[src/rtl/mult_hilo_ctrl.sv]
// mult_hilo_ctrl: issue/retire control around a fixed-latency shift-add multiplier with HI/LO registers.
// Optional signed MULT support is enabled by defining MULT_SIGNED_EN.
module mult_hilo_ctrl #(
    parameter int WIDTH      = 16,
    parameter int MUL_CYCLES = 32
) (
    input  logic               Clk,
    input  logic               Reset,
    input  logic               ReqValid,
    output logic               ReqReady,
    input  logic [WIDTH-1:0]   OpA,
    input  logic [WIDTH-1:0]   OpB,
`ifdef MULT_SIGNED_EN
    input  logic               ReqSigned,
`endif
    output logic [WIDTH-1:0]   MulA,
    output logic [WIDTH-1:0]   MulB,
    output logic               MulStart,
    input  logic [2*WIDTH-1:0] MulProd,
    input  logic               WrHi,
    input  logic               WrLo,
    input  logic [WIDTH-1:0]   WrData,
    output logic [WIDTH-1:0]   Hi,
    output logic [WIDTH-1:0]   Lo,
    output logic               Busy,
    output logic               Done
);
    localparam int CW = (MUL_CYCLES > 1) ? $clog2(MUL_CYCLES) : 1;

    typedef enum logic [1:0] {IDLE, LOAD, RUN, CAPTURE} state_t;

    state_t             state_q, state_d;
    logic [CW-1:0]      count_q, count_d;
    logic [WIDTH-1:0]   mul_a_q, mul_a_d, mul_b_q, mul_b_d;
    logic [WIDTH-1:0]   hi_q, hi_d, lo_q, lo_d;
    logic               done_q, done_d;
    logic               accept;
    logic [WIDTH-1:0]   op_a_in, op_b_in;
    logic [2*WIDTH-1:0] prod_fix;

    assign accept = ReqValid && (state_q == IDLE);

`ifdef MULT_SIGNED_EN
    logic neg_q, neg_d;
    // Magnitudes go to the unsigned multiplier; the sign is reapplied at capture.
    assign op_a_in  = (ReqSigned && OpA[WIDTH-1]) ? -OpA : OpA;
    assign op_b_in  = (ReqSigned && OpB[WIDTH-1]) ? -OpB : OpB;
    assign prod_fix = neg_q ? -MulProd : MulProd;
    always_comb begin
        neg_d = accept ? (ReqSigned && (OpA[WIDTH-1] ^ OpB[WIDTH-1])) : neg_q;
    end
    always_ff @(posedge Clk or negedge Reset) begin
        if (!Reset) neg_q <= 1'b0;
        else        neg_q <= neg_d;
    end
`else
    assign op_a_in  = OpA;
    assign op_b_in  = OpB;
    assign prod_fix = MulProd;
`endif

    always_comb begin
        state_d = state_q;
        count_d = count_q;
        mul_a_d = mul_a_q;
        mul_b_d = mul_b_q;
        hi_d    = hi_q;
        lo_d    = lo_q;
        done_d  = 1'b0;
        case (state_q)
            IDLE: begin
                if (accept) begin
                    mul_a_d = op_a_in;
                    mul_b_d = op_b_in;
                    state_d = LOAD;
                end
            end
            LOAD: begin
                count_d = CW'(MUL_CYCLES - 1);
                state_d = RUN;
            end
            RUN: begin
                if (count_q == '0) state_d = CAPTURE;
                else               count_d = count_q - CW'(1);
            end
            default: begin
                {hi_d, lo_d} = prod_fix;
                done_d       = 1'b1;
                state_d      = IDLE;
            end
        endcase
        // An mthi/mtlo in the capture cycle is younger than the mult, so it wins.
        if (WrHi) hi_d = WrData;
        if (WrLo) lo_d = WrData;
    end

    always_ff @(posedge Clk or negedge Reset) begin
        if (!Reset) begin
            state_q <= IDLE;
            count_q <= '0;
            mul_a_q <= '0;
            mul_b_q <= '0;
            hi_q    <= '0;
            lo_q    <= '0;
            done_q  <= 1'b0;
        end else begin
            state_q <= state_d;
            count_q <= count_d;
            mul_a_q <= mul_a_d;
            mul_b_q <= mul_b_d;
            hi_q    <= hi_d;
            lo_q    <= lo_d;
            done_q  <= done_d;
        end
    end

    assign ReqReady = (state_q == IDLE);
    assign Busy     = (state_q != IDLE);
    assign MulStart = (state_q == LOAD);
    assign MulA     = mul_a_q;
    assign MulB     = mul_b_q;
    assign Hi       = hi_q;
    assign Lo       = lo_q;
    assign Done     = done_q;
endmodule

[config.mk]
export PLATFORM = sky130hd
export DESIGN_NAME = mult_hilo_ctrl
export DESIGN_NICKNAME = d
export VERILOG_FILES = /design/src/rtl/mult_hilo_ctrl.sv
export SDC_FILE = /design/constraint.sdc
export NUM_CORES = 1
export LEC_CHECK = 0
export ABC_AREA = 0
export BUFFER_PORTS_ARGS = -buffer_cell sky130_fd_sc_hd__buf_2
export CORE_UTILIZATION = 35
export CTS_BUF_LIST = sky130_fd_sc_hd__clkbuf_4 sky130_fd_sc_hd__clkbuf_8
export CTS_CLUSTER_SIZE = 24
export DETAILED_ROUTE_END_ITERATION = 6
export HOLD_SLACK_MARGIN = 0.08
export PLACE_DENSITY = 0.72
export SYNTH_ARGS = -nofsm -noshare
export SYNTH_HDL_FRONTEND = slang
export SYNTH_SLANG_ARGS = --single-unit
export TNS_END_PERCENT = 1
[constraint.sdc]
create_clock -name Clk -period 2.9 [get_ports Clk]
set_clock_uncertainty 0.05 [all_clocks]
set_input_delay 0.29 -clock Clk [delete_from_list [all_inputs] [get_ports Clk]]
set_output_delay 0.29 -clock Clk [all_outputs]
set_load 0.03 [all_outputs]
==> results of run 1 <==
==> power groups by stage <==
stage | clock, mW | sequential [mW] | combinational, mW
floorplan | 0 | 2.24 | 0.831
global placement | 0 | 1.58 | 2.04
detailed placement | 0 | 1.60 | 2.09
CTS | 0.738 | 1.59 | 2.09
global route | 0.767 | 1.64 | 2.22
finish | 0.711 | 1.58 | 2.06
==> what timing repair did <==
action	4_1_cts	5_1_grt
hold buffers	1	0
gates resized for setup	0	0
hold endpoints to repair	34	0
==> cells in the final DEF (no fill, tap or decap), types with 2 or more instances in the layout <==
cell      count
buf_2       152
dfrtp_1      72
nand2_1      34
mux2i_1      34
o21ai_0      33
mux2_2       32
clkbuf_8     11
inv_1         6
nor2_1        4
ha_1          4
a21oi_1       2
clkinv_2      2
buf_4         2
==> stage by stage <==
stage / setup slack (ps) / util / power, mW / hold WS [ps] / cells
after global routing: 978 / 0.494 / 4.63 / 120 / 508
final: 1040 / 0.494 / 4.36 / 127 / 508
after CTS: 1040 / 0.494 / 4.42 / 107 / 508
after floorplan: 1120 / - / 3.08 / -55.6 / 245
after detailed placement: 1060 / 0.471 / 3.69 / 384 / 492
after global placement: 1110 / 0.471 / 3.61 / 373 / 492
==> routing by layer <==
layer | vias to the layer above | part of all wire
met2 | 112 | 0.50
met1 | 1129 | 0.40
met4 | 0 | 0.020
met5 | - | 0
li1 | 1154 | -
met3 | 14 | 0.087
==> registers in the layout, indices dropped and copies added, names as in the netlist <==
name / flops
Done: 1
Hi: 16
Lo: 16
MulA: 16
MulB: 16
count_q: 5
state_q: 2
==> critical path: stages, from the launching register on <==
cell and delay (ps):
dfrtp_1 410, inv_1 80, ha_1 200, or4b_4 500, a2bb2oi_2 180, mux2_1 340
==> worst paths after layout <==
path	to	slack, ps	depth (start not counted)
setup / recovery	state_q[1]	1040	5
hold / removal	Lo[14]	130	3
setup reg to reg	state_q[1]	1040	5
hold reg to reg	MulA[1]	450	1
max in group asynchronous	MulA[15]	1570	3
min in group asynchronous	Hi[8]	540	2
==> cell type report <==
class	count	area, um^2	share of cell area
flip-flops and latches	72	1800	0.438
multi-input cells	154	1180	0.286
repair buffers	156	806	0.196
clock buffers	12	159	0.0386
well taps	105	131	0.0319
inverters	6	22.5	0.00547
clock inverters	3	17.5	0.00426
==> cells by family (layout without fill, tap and decap cells) <==
family	after synthesis	after routing	share of synthesized area
AND/OR/NAND/NOR	42	42	0.0581
AO/OA/AOI/OAI	40	40	0.0733
multiplexers	67	67	0.233
adder cells (fa/ha/maj)	5	5	0.0205
flip-flops	72	72	0.589
buffers and inverters	19	177	0.0258
==> cells in the mapped netlist <==
| cell | instances |
|---|---|
| o221ai_1 | 1 |
| nand2b_1 | 1 |
| mux2_1 | 1 |
| o22a_1 | 1 |
| mux2_2 | 32 |
| nor2_1 | 4 |
| a21oi_1 | 2 |
| nand2_1 | 34 |
| inv_1 | 6 |
| or4b_4 | 1 |
| o2111ai_1 | 1 |
| dfrtp_1 | 72 |
| nor2b_1 | 1 |
| a211oi_1 | 1 |
| clkbuf_1 | 7 |
| buf_2 | 6 |
| o21ai_0 | 33 |
| ha_1 | 5 |
| mux2i_1 | 34 |
| a2bb2oi_2 | 1 |
| nor4b_1 | 1 |
==> impl.org, run 1 <==
** Status
- The flow ran to the end, and the final reports show no timing, DRC or antenna violations.

** Logic synthesis
- The Yosys step of the flow raised 0 warnings.
- Instance count of the mapped netlist :: about 250
- After synthesis the netlist holds a flip-flop and latch count of a little over 70.
- Post-synth design cell area :: 3060 um^2
- Yosys cell types :: 21
- Synth top area cells :: dfrtp_1 59%, mux2_2 12%, mux2i_1 11%
- Synthesized net count :: around 340
- The biggest area contributor in the post-synthesis netlist is dfrtp_1.
- Fraction of the yosys area taken by sequential cells :: 0.589
- Post-Synthesis Mean Instance Area :: ~12 um^2
- The share of synthesized area in the top cell type comes to 0.589.

** Power and ir drop
- Net load switching power :: between 1.5 and 2 mW
- Internal power :: ~2.5 mW
- Power density over the cells :: about 1100 nW/um^2
- Reported leakage power :: between 2 and 2.5 nW
- Max rail drop VDD :: 651 uV
- Share of total power consumed by net switching :: 0.424
- Gate power share :: 0.474
- Clock power frac :: 0.163
- Of the total power, registers draw 0.363.

** Global route
- Top Usage Layer GRT :: met2
- The initial antenna violation count is 0.
- The total overflow left after global routing is 0.
- The via count of the first global-routing pass came to 2,391.
- Global-route wire length before repair :: roughly 11,000 um
- For this run, global-route usage on met3 was measured as 0.0407.
- Global routing usage on met1 :: 0.173
- Met2 track demand over resource :: 0.272
- Entering global routing, the biggest net connects 39 pins.
- In the global route stage, overall resource usage came out at 0.154.

** Timing
- Period Utilization, post-route :: 0.643
- Based on the critical path, the design can be clocked at up to around 540 MHz.
- The max-slew violation count was 0.
- The worst path in the final design needs a cycle of 1860 ps, including I/O delays and setup.
- Setup violations remaining at the end of the flow were counted as 0.
- The number of failing hold endpoints at the final stage came to 0.
- RSZ-0062 raised after global routing :: no
- Final-layout setup total negative slack :: 0 ps
- Actual transition at the worst max-transition pin :: between 800 and 900 ps
- The worst pin sits at a relative slew slack of 0.443.

** Clocking
- At the later pin of the worst-skew pair, clock insertion delay measures 330 ps.
- Count of buffers added by post-CTS timing repair for setup :: 0
- Clock tree from TritonCTS :: built
- Clock Sinks :: 72
- CTS H-Tree Depth :: 3
- No sink is reached through more buffers than the 2 on the longest clock path.
- Clock Tree Root :: clkbuf_8
- Clock-pin slew was measured on the worst setup and hold paths at 80 ps.
- Buffers inserted during clock tree synthesis total 9.

** Placement
- Final weighted congestion of routability-driven global placement :: between 0.7 and 0.8
- Number of buffer cells added on primary ports :: between 150 and 200
- The placed instances occupy a cell area of 3930 um^2.
- The HPWL after detailed placement is a little over 5000 um.

** Floorplan
- around 150 I/O pins were placed.
- Core area :: approximately 8300 um^2
- Vert. Die Dim :: 95.5 um
- The floorplan step defined a die boundary enclosing approximately 9100 um^2.
- In this run the horizontal extent of the chip is between 90 and 100 um.
- The initialized floorplan defines 33 standard-cell rows.
- The initial utilization of the core area, before any placement, comes to 0.366.

** Worst setup path
- Arrival time at the worst endpoint :: about 2000 ps
- The worst register-to-register path begins at count_q[0].
- The worst setup path is of the register to register kind.
- The critical path starts at count_q[0].
- Data required time of the worst path :: slightly above 3000 ps
- The worst setup path is captured at a register.
- STA classifies the critical path startpoint as a register.
- CP Max Fanout :: 4

** Drt
- After detailed routing, the average wire length per cell comes to about 14 um.
- Drt pass-1 iters :: 5
- The final route contains roughly 2,400 vias.
- In the routed design, unresolved DRC markers number 0.
- The final layout contains routed wiring with a total length of around 7000 um.
- In this run, the number of DRC markers left after iteration 0 of detailed routing was 39.
- Routed Antenna Nets :: 0
- Using the TritonRoute via totals, the vias-per-cell ratio works out to 4.74.

** Cells and area
- Synth-to-Final Area Change :: 34.7%
- In the final layout, the share of cells above drive strength 1 is 0.509.
- Final non-filler cell area :: about 4000 um^2
- The number of antenna diodes in the final layout is 0.
- After the last flow step, the layout net total stands at between 400 and 500.
- The layout has about 770 filler cells.

** Flow run
- Across the run, the number of max-cap violations was 0.

** Worst hold path
- Worst hold path class :: input port to register
- Startpoint of the worst hold path :: WrData[14]
Power figures use the tool's default switching activity.
==> inputs of run 2 (changes only) <==
Settings changed: ABC_AREA 0 to 1, PLACE_DENSITY 0.72 to 0.71.
Clock period 2.9 ns to 1.8 ns, I/O delays scaled along.
==> run 2 against run 1 <==
The flow now finishes with violations (DRC). Critical path depth stayed put. Maximum frequency is 17% higher. Die area is 5.6% higher. Sequential power is 69% higher. First-iteration DRC count is 110% higher. Worst hold slack worse by 15 ps. Wire length is 31% higher. Clock power is 100% higher. Non-clock buffer count is 69 higher. Sequential share of layout area is 7.5 points lower. Largest cell class unchanged. Highest routed layer unchanged.
==> impl.org, run 2 <==
** Cells and area
- In the final design database the tool counted around 630 nets.
- Antenna cells :: 0
- Summing all flip-flop and latch instances after layout gives between 1500 and 2000 um^2.
- Most frequent cells in the layout :: 152 x buf_2, 72 x dfrtp_1, 65 x dlygate4sd3_1, 58 x nand2_1, 34 x nor2_1
- Fraction of layout cells with a size suffix above 1 :: 0.422
- Multi-input combinational cell area :: between 1000 and 1500 um^2
- Number of standard cells in the layout, taps in and fillers out :: around 650
- Fillcell total :: about 760
- Synth-to-Final Area Change :: 53.8%
- Leaving out fill and tap cells, the most frequent cell in the layout is buf_2.

** Drt
- Wire length on met1 :: 3820 um
- Met2 routed WL :: about 4400 um
- For this block, the initial DRC count from the detailed router was 83.
- Routed Antenna Nets :: 0
- Post-detailed-route via-to-cell ratio :: between 4 and 5
- The routed layout has between 3,000 and 4,000 vias.
- Wires add up to 9230 um.
- Length of routed met3 wiring :: about 860 um
- Highest routed metal layer :: met4
- Dividing the detail-routed wire length by the instance count gives between 10 and 15 um.
- For this run, the detailed router's first-pass iteration total came to 7.
- After detailed routing, the number of remaining DRC violations is 17.

** Worst hold path
- The worst hold path passes through 5 cells.
- Worst hold path class :: input port to register
- For hold timing, the worst endpoint is Hi[13].
- Startpoint of the worst hold path :: WrData[13]

** Logic synthesis
- dfrtp_1 is the most common cell in the netlist.
- Adder-cell share of the synthesized area :: 0.0194
- Number of enable flip-flop cells after synthesis :: 0
- The share of synthesized area in the top cell type comes to 0.558.
- Compound-Gate Fraction of Synth Area :: 0.0728
- Number of synthesized register bits :: between 70 and 80
- Leading register cell type out of synthesis :: dfrtp_1
- Dominant combinational cell family by area after synthesis :: simple AND/OR/NAND/NOR gates
- Summed over all instances, the cell type with the most area after synthesis is dfrtp_1.
- Yosys mapped the design onto 16 distinct sky130hd cell types.
- Instance count of the mapped netlist :: 320
- Of the total synthesized cell area, the portion taken by AND, OR, NAND and NOR gates is 0.175.
- The portion of synthesized area spent on multiplexers is 0.112.
- Dividing the synthesized area by the synthesized cell count gives 10.1 um^2.
- The number of nets handed over by synthesis was 410.
- Top post-synthesis cells by count :: 72 x dfrtp_1, 58 x nand2_1, 34 x nor2_1
- Fraction of registers with async set or reset after synthesis :: 1.00
- YS warnings :: 0
- Xor/xnor cell area share of the yosys netlist :: 0.00271
- Synth top area cells :: dfrtp_1 56%, mux2_2 11%, nand2_1 6.7%
- Post-synth design cell area :: 3230 um^2
- Fraction of the yosys area taken by sequential cells :: 0.558

** Worst setup path
- CP Max Fanout :: 9
- Data arrives at the worst endpoint at roughly 1800 ps.
- STA classifies the critical path endpoint as a register.
- At the worst endpoint, the required time is between 1500 and 2000 ps.
- CP max stage delay :: 430 ps
- The largest individual stage delay along the critical path comes from the cell dfrtp_1.
- The number of cells on the worst reg-to-reg path is 5.
- The signal on the critical path passes through ha_1 > or2_1 > buf_4 > o21ai_2 > nor2_1.
- Worst reg2reg path startpoint :: state_q[0]
- Class of the most critical setup path :: register to register
- Crit start category :: register
- For flop-to-flop paths, the worst setup slack is approximately 210 ps.
- Worst R2R End :: Hi[10]

** Status
- The final reports fail on DRC.
- Outcome :: finished with violations

** Power and ir drop
- VDD sags by at most approximately 1100 uV.
- For this design the total switching power over the nets is between 3 and 4 mW.
- Power density over the cells :: 1570 nW/um^2
- Of the total power, the share spent switching nets is 0.442.
- The share of total power dissipated in combinational logic is 0.471.
- The share of total power dissipated in sequential elements is 0.342.
- The internal portion of the total power is ~4.3 mW.
- Power comes to 7.79 mW.
- Reported leakage power :: about 2.5 nW
- Of the total power, the clock network draws 0.187.

** Placement
- Number of cells after detailed placement :: 570
- Final weighted congestion of routability-driven global placement :: 0.760
- Buffers placed on the I/O ports in this run total around 150.
- The HPWL after detailed placement is around 6000 um.

** Clocking
- After clock tree synthesis, the clock-pin slew on the worst setup and hold paths is ~80 ps.
- The clock reaches the later pin of the worst-skew pair after 350 ps.
- The number of gates resized after CTS was 0.
- CTS buffer count :: 9
- CTS H-Tree Depth :: 3
- Deepest clock path buffer count :: 2
- For this design, the sink count on the clock tree is a little over 70.
- Count of buffers added by post-CTS timing repair for setup :: 0
- Clock Tree Root :: clkbuf_8
- TritonCTS built the clock tree.

** Floorplan
- The floorplan step set the die height to ~98 um.
- Die width :: 98.1 um
- Io pins :: ~150
- Core area :: a little under 9000 um^2
- Starting density of the core :: 0.365
- Row count :: 34
- The die covers approximately 9600 um^2.

** Global route
- The via count of the first global-routing pass is 3,236.
- Antenna violations before repair :: 0
- The first global-routing pass estimated around 15,000 um of wire.
- Entering global routing, the biggest net connects 40 pins.
- Overall Global Routing Usage :: 0.202
- Total global routing overflow :: 0

** Timing
- RSZ-0062 raised after global routing :: no
- Adding up every negative setup slack in the final design gives 0 ps.
- Clock period minus worst slack :: ~1600 ps
- Period Utilization, post-route :: 0.886
- Max Slew Vio Count :: 0
- Actual transition at the worst max-transition pin :: between 500 and 600 ps
- Worst slew margin relative to its limit :: 0.663
- Setup violations remaining at the end of the flow were counted as 0.
- The number of failing hold endpoints at the final stage came to 0.
- For this run, the top clock speed supported by timing is between 600 and 700 MHz.

** Flow run
- Across the run, the number of max-cap violations was 0.
## run 2: changes by cell type after synthesis, sizes merged, moves of 2 or more
cell / delta
a21oi: -2
buf: +3
clkbuf: +2
inv: +19
mux2i: -34
nand2: +24
nand3: +8
nor2: +30
nor3: +32
or2: +3
## run 2: power groups by stage
stage	logic (mW)	clock network (mW)	registers [mW]
2_1_floorplan	1.38	0	3.77
3_3_place_gp	3.49	0	2.64
3_5_place_dp	3.58	0	2.66
4_1_cts	3.68	1.51	2.65
5_1_grt	3.97	1.56	2.75
6_report	3.67	1.45	2.67
## run 2: cell type report
type | count | share of cell area
clock buffer | 9 | 0.0249
clock inverter | 7 | 0.0201
inverter | 25 | 0.0189
multi-input combinational | 205 | 0.248
sequential | 72 | 0.363
tap | 108 | 0.0272
timing repair buffer | 225 | 0.299
## run 2: stage by stage
step / util / setup WS [ps] / area, um^2 / hold WS [ps]
global route: 0.562 / 80.6 / 4970 / 114
detailed placement: 0.463 / 200 / 4100 / 202
global placement: 0.463 / 251 / 4100 / 192
finish: 0.562 / 205 / 4970 / 111
floorplan: - / 97.7 / 3230 / -166
CTS: 0.562 / 164 / 4970 / 83.2
## run 2: repair_timing
item,4_1_cts,5_1_grt
hold buffers,65,0
endpoints found under the setup margin,0,0
endpoints found under the hold margin,136,0
## run 2: worst max-delay path by stage
stage                    start         end  depth (start not counted)
global placement    state_q[0]       Hi[6]                          5
finish              state_q[0]      Hi[10]                          5
floorplan           state_q[0]  state_q[0]                          6
CTS                 state_q[0]        Busy                          4
global route        state_q[0]        Busy                          4
detailed placement  state_q[0]      Hi[10]                          5
## run 2: kinds of logic (layout without fill, tap and decap cells)
logic type / Yosys count / after routing
compound gates: 32 / 32
simple gates: 135 / 135
mux: 32 / 32
xor+xnor: 1 / 1
fa+ha+maj: 5 / 5
buf+inv: 43 / 266
flops: 72 / 72
## run 2: worst max-delay path, delay by kind of cell (launching register included)
kind,cells,cell delay [ps]
flip-flops,1,430
AND/OR/NAND/NOR,2,390
adder cells (fa/ha/maj),1,250
buffers and inverters,1,240
AO/OA/AOI/OAI,1,130
## run 2: layer usage
metal | vias to the layer above | GRT usage
met3 | 15 | 0.0651
met1 | 1431 | 0.237
met5 | - | 0
li1 | 1476 | -
met4 | 0 | 0.0781
met2 | 151 | 0.345
==> inputs of run 3 (changes only) <==
Settings changed: SETUP_SLACK_MARGIN from default to 0.4.
==> run 3 against run 2 <==
The run still ends with DRC left. Highest routed layer unchanged. Global-route usage increased by 0.75 points. Clock-buffer cell count is 3 higher. Core utilization up 1.3 points. Sequential power about the same. Via count rose by 2.0%. Combinational power up 7.6%.
==> impl.org, run 3 (synthesis results as in run 2) <==
** Clocking
- The clock tree synthesis step divided the H-tree into 3 levels.
- Clock tree from TritonCTS :: built
- The tree is rooted in a clkbuf_8.
- Buffers inserted during clock tree synthesis total 9.
- Deepest clock path buffer count :: 2
- Clock-pin slew reported for the worst setup and hold paths after clock tree synthesis :: 80 ps
- CTS saw about 70 sinks.
- Clock latency of the later-clocked register in the worst-skew pair :: around 340 ps

** Drt
- Detailed Route Iter0 Violations :: 95
- After detailed routing, the number of remaining DRC violations is 14.
- Summed over all layers, the routed wires come to 9630 um.
- Once detail routing completed, the nets flagged for antenna violations numbered 0.
- Dividing the detail-routed via count by the number of cells gives ~4.8.
- Across all layers, the routed design uses 3,135 vias.
- Drt pass-1 iters :: 7
- Final routed wire length divided by cell count :: 14.7 um

** Power and ir drop
- IR analysis of the VDD net gives a maximum drop of approximately 1100 uV.
- The design draws 7.97 mW.
- Reported leakage power :: 2.51 nW
- Power density over the cells :: approximately 1600 nW/um^2

** Cells and area
- The area growth from synthesis to layout is 57.4%.
- In the final layout, flip-flops and latches occupy 1800 um^2.
- After filler insertion, the fill cell instance count of the layout stands at between 700 and 800.
- Number of nets in the final layout :: roughly 630
- The multi-input combinational cells in the finished layout cover a total of about 1300 um^2.
- In the final layout, the share of cells above drive strength 1 is 0.438.
- Leaving out fill and tap cells, the most frequent cell in the layout is buf_2.
- Antenna cells :: 0
- The library cells used most frequently in the layout, excluding fill and tap cells, are 151 x buf_2, 72 x dfrtp_1, 65 x dlygate4sd3_1, 56 x nand2_1, 34 x nor2_1.

** Worst setup path
- On the critical path, the stage with the largest delay is an instance of dfrtp_1.
- Endpoint type of the worst setup path :: output pin
- Class of the most critical setup path :: register to output pin
- CP Max Fanout :: 4
- Cell breakdown of the critical path :: inv_2 > ha_4 > clkinvlp_4 > buf_6
- The largest single stage delay on the critical path is about 420 ps.
- Data on the critical path arrives at its endpoint at 1320 ps.
- Crit start category :: register
- Data required time of the worst path :: ~1600 ps

** Status
- Outcome :: finished with violations
- Failing checks :: DRC

** Timing
- Max Slew Vio Count :: 0
- Final Hold Fails :: 0
- In the final timing run, aggregate negative setup slack is 0 ps.
- At the pin with the least slew margin, the transition time is 398 ps.
- Based on the critical path, the design can be clocked at up to about 650 MHz.
- Final setup violating endpoints :: 0
- Period Utilization, post-route :: 0.860
- The worst pin sits at a relative slew slack of 0.734.
- Clock period minus worst slack :: approximately 1500 ps
- Setup repair after global routing could not meet its margin everywhere.

** Global route
- Antenna violations before repair :: 0
- The via count of the first global-routing pass came to 3,291.
- Entering global routing, the biggest net connects 73 pins.
- Across every metal layer, demand over resource in global routing totals 0.210.
- Global-route wire length before repair :: approximately 16,000 um
- Total global routing overflow :: 0

** Floorplan
- Total die area :: just under 10,000 um^2
- Io pins :: ~150
- The floorplan step set the die height to 98.1 um.
- Starting density of the core :: 0.365
- From left edge to right edge, the die measures 98.1 um.
- After floorplanning, the core was divided into 34 placement rows.
- Core area :: about 8800 um^2

** Placement
- Number of buffer cells added on primary ports :: 152
- Once detailed placement completed, the half-perimeter wirelength came to slightly below 6000 um.
- At the end of routability-driven placement, the weighted congestion stood at between 0.7 and 0.8.

** Flow run
- Max-cap viol count :: 0

** Worst hold path
- Worst hold path class :: input port to register
run 3: final timing paths:
path / slack, ps / to / cells past startpoint / from
worst min register to register: 430 / count_q[4] / 2 / count_q[4]
min in group asynchronous: 350 / Hi[0] / 3 / Reset
worst max-delay path: 250 / Busy / 4 / state_q[0]
worst min-delay path: 110 / Hi[7] / 5 / WrData[7]
max in group asynchronous: 1020 / Lo[5] / 3 / Reset
worst max register to register: 300 / Hi[3] / 5 / state_q[0]
run 3: timing repair:
item | in CTS | in global routing
hold buffers | 65 | 0
pin swaps | 1 | 0
setup endpoints to repair | 66 | 66
gates cloned | 1 | 0
buffers inserted | 2 | 1
endpoints found under the hold margin | 136 | 0
resized for setup | 6 | 2
run 3: layout make-up:
class	count	share of cell area
repair buffers	228	0.309
flip-flops and latches	72	0.354
clock inverters	4	0.0103
well taps	108	0.0266
inverters	25	0.0192
clock buffers	12	0.0313
multi-input cells	205	0.249
run 3: through the flow:
stage	cell area, um^2	hold WS (ps)	cells	util	setup slack (ps)
after global routing	5080	114	654	0.575	163
final	5080	114	654	0.575	252
after detailed placement	4150	194	569	0.469	143
after global placement	4150	185	569	0.469	212
after floorplan	3260	-166	320	-	337
after CTS	5080	88.1	653	0.574	229
run 3: power breakdown:
part | internal [mW] | total [mW] | switching (mW)
Combinational | 1.48 | 3.95 | 2.48
Sequential | 2.27 | 2.66 | 0.396
Clock | 0.732 | 1.35 | 0.617
Total | 4.47 | 7.97 | 3.49
run 3: layer usage:
layer | global-route usage | up-vias | routed length, um | share of wire
li1 | - | 1479 | - | -
met1 | 0.243 | 1468 | 4000 | 0.42
met2 | 0.360 | 166 | 4600 | 0.48
met3 | 0.0666 | 22 | 820 | 0.085
met4 | 0.0839 | 0 | 212 | 0.022
met5 | 0 | - | 0 | 0
run 3: critical path: cells and delay by family (launching register included):
kind,cells,cell delay [ps]
adder cells (fa/ha/maj),1,200
buffers and inverters,3,360
flip-flops,1,420
